[src/rtl/riscv_pkg.sv]
// Shared RV32I decode definitions: major opcodes and the immediate-format selector.
package riscv_pkg;

   localparam logic [6:0] LOAD     = 7'b0000011;
   localparam logic [6:0] STORE    = 7'b0100011;
   localparam logic [6:0] BRANCH   = 7'b1100011;
   localparam logic [6:0] JAL      = 7'b1101111;
   localparam logic [6:0] JALR     = 7'b1100111;
   localparam logic [6:0] LUI      = 7'b0110111;
   localparam logic [6:0] AUIPC    = 7'b0010111;
   localparam logic [6:0] OP       = 7'b0110011;
   localparam logic [6:0] OP_IMM   = 7'b0010011;
   localparam logic [6:0] SYSTEM   = 7'b1110011;
   localparam logic [6:0] MISC_MEM = 7'b0001111;

   typedef enum logic [2:0] {
      IMM_I,
      IMM_S,
      IMM_B,
      IMM_U,
      IMM_J,
      IMM_NONE
   } imm_type_e;

endpackage

[src/rtl/imm_gen.sv]
// Combinational RV32I immediate generator; every format sign-extends from instr[31].
module imm_gen
   import riscv_pkg::*;
(
   input  logic [31:0] instr,
   input  imm_type_e   imm_type,
   output logic [31:0] imm
);

   always_comb begin
      unique case (imm_type)
         IMM_I:   imm = {{20{instr[31]}}, instr[31:20]};
         IMM_S:   imm = {{20{instr[31]}}, instr[31:25], instr[11:7]};
         IMM_B:   imm = {{19{instr[31]}}, instr[31], instr[7], instr[30:25], instr[11:8], 1'b0};
         IMM_U:   imm = {instr[31:12], 12'b0};
         IMM_J:   imm = {{11{instr[31]}}, instr[31], instr[19:12], instr[20], instr[30:21], 1'b0};
         default: imm = 32'b0;
      endcase
   end

endmodule

[src/rtl/decode_stage.sv]
// RV32I decode stage: register-index slicing, writeback bypass, immediate generation,
// load-use interlock and a single-entry ID/EX register with valid/ready on both sides.
module decode_stage
   import riscv_pkg::*;
#(
   parameter int XLEN = 32
) (
   input  logic            clk,
   input  logic            rst,
   input  logic            if_valid,
   output logic            if_ready,
   input  logic [31:0]     if_instr,
   input  logic [XLEN-1:0] if_pc,
   output logic [4:0]      rs1,
   output logic [4:0]      rs2,
   input  logic [31:0]     r1,
   input  logic [31:0]     r2,
   input  logic            wb_wen,
   input  logic [4:0]      wb_rd,
   input  logic [31:0]     wb_data,
   input  logic            flush,
   output logic            ex_valid,
   input  logic            ex_ready,
   output logic [XLEN-1:0] ex_pc,
   output logic [31:0]     ex_op1,
   output logic [31:0]     ex_op2,
   output logic [31:0]     ex_imm,
   output logic [4:0]      ex_rd,
   output logic            ex_rd_wen,
   output logic [6:0]      ex_opcode,
   output logic [2:0]      ex_funct3,
   output logic            ex_funct7b5,
   output logic            ex_is_load,
   output logic            ex_illegal
);

   logic [6:0]  opcode;
   logic [4:0]  rd;
   imm_type_e   imm_type;
   logic        legal;
   logic        writes_rd;
   logic [31:0] imm;
   logic [31:0] op1;
   logic [31:0] op2;
   logic        hazard;
   logic        accept;

   assign rs1    = if_instr[19:15];
   assign rs2    = if_instr[24:20];
   assign rd     = if_instr[11:7];
   assign opcode = if_instr[6:0];

   // x0 always reads zero (the register file does not enforce it), then same-cycle writeback wins.
   function automatic logic [31:0] operand(input logic [4:0] idx, input logic [31:0] rf_data,
                                           input logic wen, input logic [4:0] wrd,
                                           input logic [31:0] wdata);
      if (idx == 5'd0)
         return 32'b0;
      else if (wen && wrd == idx)
         return wdata;
      else
         return rf_data;
   endfunction

   assign op1 = operand(rs1, r1, wb_wen, wb_rd, wb_data);
   assign op2 = operand(rs2, r2, wb_wen, wb_rd, wb_data);

   always_comb begin
      // NOTE: every output of this block gets a default first, so no path can infer a latch.
      imm_type  = IMM_NONE;
      legal     = 1'b1;
      writes_rd = 1'b0;
      case (opcode)
         LOAD, OP_IMM, JALR: begin
            imm_type  = IMM_I;
            writes_rd = 1'b1;
         end
         STORE:      imm_type = IMM_S;
         BRANCH:     imm_type = IMM_B;
         LUI, AUIPC: begin
            imm_type  = IMM_U;
            writes_rd = 1'b1;
         end
         JAL: begin
            imm_type  = IMM_J;
            writes_rd = 1'b1;
         end
         OP:               writes_rd = 1'b1;
         SYSTEM, MISC_MEM: writes_rd = 1'b0;
         default:          legal     = 1'b0;
      endcase
   end

   imm_gen u_imm_gen (
      .instr    (if_instr),
      .imm_type (imm_type),
      .imm      (imm)
   );

   // A load in EX whose result is needed now must let one bubble through before we accept.
   assign hazard   = ex_valid && ex_is_load && (ex_rd != 5'd0) && (ex_rd == rs1 || ex_rd == rs2);
   assign if_ready = !rst && !flush && !hazard && (!ex_valid || ex_ready);
   assign accept   = if_valid && if_ready;

   always_ff @(posedge clk) begin
      if (rst) begin
         ex_valid    <= 1'b0;
         ex_pc       <= '0;
         ex_op1      <= '0;
         ex_op2      <= '0;
         ex_imm      <= '0;
         ex_rd       <= '0;
         ex_rd_wen   <= 1'b0;
         ex_opcode   <= '0;
         ex_funct3   <= '0;
         ex_funct7b5 <= 1'b0;
         ex_is_load  <= 1'b0;
         ex_illegal  <= 1'b0;
      end else if (flush) begin
         // NOTE: flush only drops ex_valid; the payload is meaningless once unqualified.
         ex_valid <= 1'b0;
      end else if (accept) begin
         ex_valid    <= 1'b1;
         ex_pc       <= if_pc;
         ex_op1      <= op1;
         ex_op2      <= op2;
         ex_imm      <= imm;
         ex_rd       <= rd;
         ex_rd_wen   <= legal && writes_rd && (rd != 5'd0);
         ex_opcode   <= opcode;
         ex_funct3   <= if_instr[14:12];
         ex_funct7b5 <= if_instr[30];
         ex_is_load  <= (opcode == LOAD);
         ex_illegal  <= !legal;
      end else if (ex_ready) begin
         ex_valid <= 1'b0;
      end
   end

endmodule

[config.mk]
export PLATFORM = sky130hd
export DESIGN_NAME = decode_stage
export DESIGN_NICKNAME = d
export VERILOG_FILES = /design/src/rtl/riscv_pkg.sv /design/src/rtl/imm_gen.sv /design/src/rtl/decode_stage.sv
export SDC_FILE = /design/constraint.sdc
export NUM_CORES = 1
export LEC_CHECK = 0
export BUFFER_PORTS_ARGS = -buffer_cell sky130_fd_sc_hd__buf_2
export CAP_MARGIN = 5
export CORE_MARGIN = 2
export CORE_UTILIZATION = 49
export DETAILED_ROUTE_END_ITERATION = 8
export PLACE_DENSITY = 0.89
export REMOVE_ABC_BUFFERS = 1
export SKIP_LAST_GASP = 1
export SLEW_MARGIN = 25
export SYNTH_ARGS = -nofsm -noshare
export SYNTH_HDL_FRONTEND = slang
export SYNTH_SLANG_ARGS = --single-unit
[constraint.sdc]
create_clock -name clk -period 2.35 [get_ports clk]
set_input_delay 0.1175 -clock clk [delete_from_list [all_inputs] [get_ports clk]]
set_output_delay 0.1175 -clock clk [all_outputs]
set_load 0.005 [all_outputs]
* Word level (Yosys, flattened, before mapping)
Index checks and enable logic that the tools add are counted.
** Storage, ports and cells
- Bits of input ports :: 171
- ROM bits :: 0
- Register bits after elaboration :: 148
- Bits in writable memories :: 0
- Output and inout port bits :: 159
- Latch bits :: 0
- Memories :: 0
- Logic and storage cells :: 72
** Operators by class
- $add $sub $neg :: 0
- Shift operators :: 0
- Div/mod/pow operators :: 0
- Bitwise operators :: 1
- Mux-type cells :: 10
- Order comparisons :: 0
- Reduce and logical (&&, ||, !) cells :: 30
- Multiply operators :: 0
- Equal/unequal tests :: 19
** Operator list (count)
- 32-bit one-hot mux with 5 select lines :: 1
- 32-bit two-way mux :: 4
- 7-bit equality test (second input constant) :: 4
- 7-bit by 6-bit equality test with 1-bit output (second input constant) :: 3
- 5-bit equality test :: 4
- 3-bit one-hot mux with 5 select lines :: 1
- 7-bit by 5-bit equality test with 1-bit output (second input constant) :: 2
- 1-bit logical AND :: 11
- 11-bit OR reduction :: 1
- 5-bit zero test :: 2
- 5-bit nonzero test :: 2
- 7-bit by 2-bit equality test with 1-bit output (second input constant) :: 1
- 7-bit by 4-bit equality test with 1-bit output (second input constant) :: 1
- 7-bit OR reduction :: 1
- 3-bit by 2-bit equality test with 1-bit output (second input constant) :: 2
- 1-bit zero test :: 5
- 1-bit two-way mux :: 4
- 2-bit OR reduction :: 2
- 3-bit by 1-bit equality test with 1-bit output (second input constant) :: 1
- 3-bit equality test (second input constant) :: 1
- 3-bit zero test :: 1
- 3-bit OR reduction :: 1
- 1-bit logical OR :: 2
- 2-bit AND reduction :: 1
- other kinds (2) :: 2

* Logic depth before layout (Yosys ltp)
- Depth after elaboration :: 8
- Gate-level depth with buffers :: 7
- Depth with buffers taken out :: 5

* Hierarchy
A second synthesis with hierarchy kept.
** Unflattened totals
- Cells, all modules :: 882
- Area total of the unflattened synthesis :: 8575.7 µm²
** By module, submodules not included
- decode_stage :: sequential area each 2962.8 µm², cells an instance 788, area an instance 8035.2 µm², times used 1
- imm_gen :: sequential area each 0.0 µm², cells an instance 94, area an instance 540.5 µm², times used 1

* Least setup slack after synthesis
OpenSTA, ideal clock, no wires.
- Path kind :: register to register
- Start :: register ex_rd[0]
- End :: register ex_funct3[0]
- Library setup time :: 0.121 ns
- Required time :: 2.229 ns
- Slack :: 0.364 ns
- Path buffers :: 2
- Clock period less this slack :: 1.986 ns
- Stages on the path, launching flop included :: 8
- Arrival :: 1.865 ns
- Cell sequence :: dfxtp_1 or4_1 nor2_2 or2_2 o211ai_2 buf_6 buf_6 mux2_4
** Between the ends
- Cells in the longest elaborated chain, start to end :: 8
- Elaborated cells on any way between the ends :: 11
- Those cells by class :: eq/ne (2); reduce/logical (9)
** Ends and longest elaborated chain
- start: declaration :: line decode_stage.sv:28 : output logic [4:0] ex_rd,
- start signal: assignment :: line decode_stage.sv:128 : ex_rd <= rd;
- 5-bit equality test or 5-bit nonzero test (tied branches) :: line decode_stage.sv:101 : assign hazard = ex_valid && ex_is_load && (ex_rd != 5'd0) && (ex_rd == rs1 || ex_rd == rs2);
- 1-bit logical OR or 1-bit logical AND (tied branches) :: line decode_stage.sv:101
- 1-bit logical AND (*) :: line decode_stage.sv:101
- 1-bit zero test (*) :: line decode_stage.sv:102 : assign if_ready = !rst && !flush && !hazard && (!ex_valid || ex_ready);
- 1-bit logical AND (*) (2 in a row) :: line decode_stage.sv:102
- 1-bit logical AND (*) :: line decode_stage.sv:103 : assign accept = if_valid && if_ready;
- 2-bit AND reduction (no source line) (*)
- end signal: assignment :: line decode_stage.sv:131 : ex_funct3 <= if_instr[14:12];
- end: declaration :: line decode_stage.sv:31 : output logic [2:0] ex_funct3,
Every way passes the cells marked *; elsewhere a longest branch is shown, timed or not.
A chain may end at the register's enable or synchronous reset.

* Final worst setup path
- Start :: register ex_rd[2]
- End :: register ex_op1[15]
** Between the ends
- Cells in the longest elaborated chain, start to end :: 8
- Elaborated cells on any way between the ends :: 11
- Those cells by class :: eq/ne (2); reduce/logical (9)
** Ends and longest elaborated chain
- 5-bit equality test or 5-bit nonzero test (tied branches) :: line decode_stage.sv:101
- 1-bit logical OR or 1-bit logical AND (tied branches) :: line decode_stage.sv:101
- 1-bit logical AND (*) :: line decode_stage.sv:101
- 1-bit zero test (*) :: line decode_stage.sv:102
- 1-bit logical AND (*) (2 in a row) :: line decode_stage.sv:102
- 1-bit logical AND (*) :: line decode_stage.sv:103
- 2-bit AND reduction (no source line) (*)
- end signal: assignment :: line decode_stage.sv:125 : ex_op1 <= op1;
- end: declaration :: line decode_stage.sv:25 : output logic [31:0] ex_op1,
Marked as above.

==> impl_metrics.csv <==
group,metric,value,unit
floorplan,ios,330,
worst_setup_path,crit_path_top_delay_cell,"buf_6",
route,num_vias,7958,
sta,tightest_slew,0.4989,ns
worst_setup_path,rrSetupSlack,0.14,ns
sta,drv_slew,0,
worst_setup_path,crit_path_start_kind,"flop",
sta,setup_ws,0.1446,ns
finish,final_nets,1352,
worst_setup_path,required,2.65,ns
floorplan,core,15710,um2
finish,antennaDiodeCount,0,
clocking,htree_levels,4,
sta,final_hold_viol_count,0,
synthesis,synth-seq-cells,148,
finish,fin_cells,1410,
grt,grt_usage,29.60,%
sta,fin_crit_sh,93.85,%
pwr,power_density,584.0,nW/um2
route,via_per_inst,5.644,
floorplan,die_h,130.1,um
place,dp_cells,1328,
worst_setup_path,critical_path.max_fanout,41,
hold_path,hold_class,"input pin to flop",
sta,rsz0062_at_grt,"no",
route,dr.pass1.iters,5,
grt,grt_first_pass_wirelength,39.36,mm
sta,setup_viol,0,
route,wl,26.28,mm
grt,grt_max_degree,73,
floorplan,die_w,130.1,um
clocking,cts_tree,"yes",
worst_setup_path,cp_cell_sequence,"or4_1 > nor2_2 > or2_2 > o211ai_4 > buf_6 > mux2_2",
place,gp_congestion,0.9154,
finish,drive_gt1_share,42.71,%
grt,grt_overflow,0,
clocking,clock_path_buffers,2,
clocking,clock_sinks,148,
flow_run,drv_cap,0,
worst_setup_path,max_stage_delay,0.45,ns
route,wl_per_cell,18.64,um
floorplan,start_util,49.59,%
worst_setup_path,crit_arrival,2.50,ns
finish,area_growth,37.61,%
synthesis,avgSynthCellArea,9.331,um2
worst_setup_path,crit_type,"flop to flop",
floorplan,fp.dieArea,16920,um2
grt,antenna_found_initial,0,
synthesis,netlist_instances,835,
synthesis,yosysSeqAreaShare,38.03,%
worst_setup_path,cp-end-kind,"flop",
route,drt_iter0_drc,446,
sta,slew_headroom,66.74,%
synthesis,async_flop_share,0,%
floorplan,row_count,46,
clocking,path_clk_slew,0.06,ns
clocking,clk_latency,0.41,ns
synthesis,syn_area,7791,um2
sta,min_period,2.205,ns
synthesis,synth_ff_type,"dfxtp_1",
synthesis,synth_edf_count,0,
grt,grt_pass1_vias,7853,
route,ant_nets,0,
synthesis,synth_cell_types,50,
route,post-route-drc-count,0,
outcome,status,"finished, final reports clean",
place,dp_hpwl,17.22,mm
sta,max_freq,0.4534,GHz
clocking,cts_buffers,17,
pwr,leakagePower,5.199,nW
place,place_worst_setup_slack,0.02691,ns
place,port-buffer-count,329,
pwr,vdd_drop_max,447.1,uV
sta,finClkSkew,0.007063,ns
synthesis,yosysWarningCount,0,
clocking,root_buffer,"clkbuf_16",
final timing paths:
check | cells past startpoint | to | startpoint
min | 2 | ex_rd[0] | if_instr[7]
max reg2reg | 6 | ex_op1[15] | ex_rd[2]
min reg2reg | 1 | ex_imm[19] | ex_imm[19]
max | 6 | ex_op1[15] | ex_rd[2]
cell families after synthesis:
group | share of synthesized area [%]
AO/OA/AOI/OAI | 14.45
XOR/XNOR | 2.248
buffers and inverters | 5.508
flip-flops | 38.03
multiplexers | 20.35
AND/OR/NAND/NOR | 19.42
cells in the final DEF, fill, tap and decap left out, drive strengths merged, types with 3 or more instances in the layout:
cell | netlist | layout
buf | 30 | 360
nor3 | 4 | 4
clkinvlp | 0 | 3
a22o | 12 | 12
clkbuf | 52 | 18
and2 | 4 | 4
xor2 | 10 | 10
o2bb2ai | 13 | 13
a21oi | 76 | 76
nand3 | 64 | 64
dlygate4sd3 | 0 | 49
a22oi | 5 | 5
xnor2 | 10 | 10
nand2b | 15 | 15
inv | 4 | 8
nand2 | 37 | 37
dfxtp | 148 | 148
nand4 | 3 | 3
o21ai | 67 | 67
mux2 | 111 | 111
nor2b | 116 | 116
mux2i | 11 | 11
clkinv | 0 | 6
nor2 | 8 | 8
or4 | 7 | 7
critical path, delay by kind of cell (launching register included):
family                 cells  cell delay (ns)
AND/OR/NAND/NOR            3             0.56
AO/OA/AOI/OAI              1             0.22
flip-flops                 1             0.43
buffers and inverters      1             0.45
multiplexers               1             0.40
flip-flops by register name, summed over array words and instances (netlist names), 3 cells and up:
| register | cells |
|---|---|
| ex_pc | 32 |
| ex_opcode | 7 |
| ex_op2 | 32 |
| ex_op1 | 32 |
| ex_rd | 5 |
| ex_funct3 | 3 |
| ex_imm | 32 |
repair_timing:
action / 4_1_cts / 5_1_grt
setup buffers: 0 / 1
hold buffers: 49 / 0
hold endpoints to repair: 53 / 0
gates cloned: 0 / 0
endpoints found under the setup margin: 1 / 13
pin swaps: 0 / 1
gates resized for setup: 1 / 0
report_power, final:
part / leakage [nW] / internal [W] / switching, W
logic: 3.73 / 0.000501 / 0.000512
clock network: 0.267 / 0.00147 / 0.00114
registers: 1.20 / 0.00260 / 0.0000463
total: 5.20 / 0.00457 / 0.00169
through the flow:
stage                     TNS [ns]  hold WS, ns  util [%]  cell area, um2  power, W
after floorplan            -433.43       0.1903         -            7377  0.003150
after global placement           0       0.3179     61.49            9662  0.003598
after detailed placement         0       0.3212     61.49            9662  0.003620
after CTS                        0     0.007367     68.19           10710  0.006269
after global routing             0     0.009192     68.24           10720  0.006472
final                            0      0.02564     68.24           10720  0.006261
cells in the mapped netlist, drive strengths merged, types with 3 or more instances:
cell	number	share of area [%]
dfxtp	148	38
nor2b	116	9.3
mux2	111	19
a21oi	76	4.9
o21ai	67	4.3
nand3	64	4.1
clkbuf	52	2.5
nand2	37	1.8
buf	30	2.8
nand2b	15	1.2
o2bb2ai	13	1.5
a22o	12	1.3
mux2i	11	1.4
xnor2	10	1.1
xor2	10	1.1
nor2	8	0.42
or4	7	0.67
a22oi	5	0.48
and2	4	0.32
inv	4	0.19
nor3	4	0.26
nand4	3	0.24
layout make-up:
type	instances	area, um2
well taps	216	270.3
flip-flops and latches	148	2963
inverters	4	15.01
clock buffers	18	429.2
multi-input cells	601	4427
fillers	1140	4991
repair buffers	409	2489
clock inverters	14	128.9
per-layer routing:
layer  track usage [%]  part of all wire, %
met5                 0                    0
met4             16.38                  4.1
met3             7.626                   10
met2             51.03                   49
met1             33.43                   37
No activity file was read; power rests on OpenSTA's default activity.
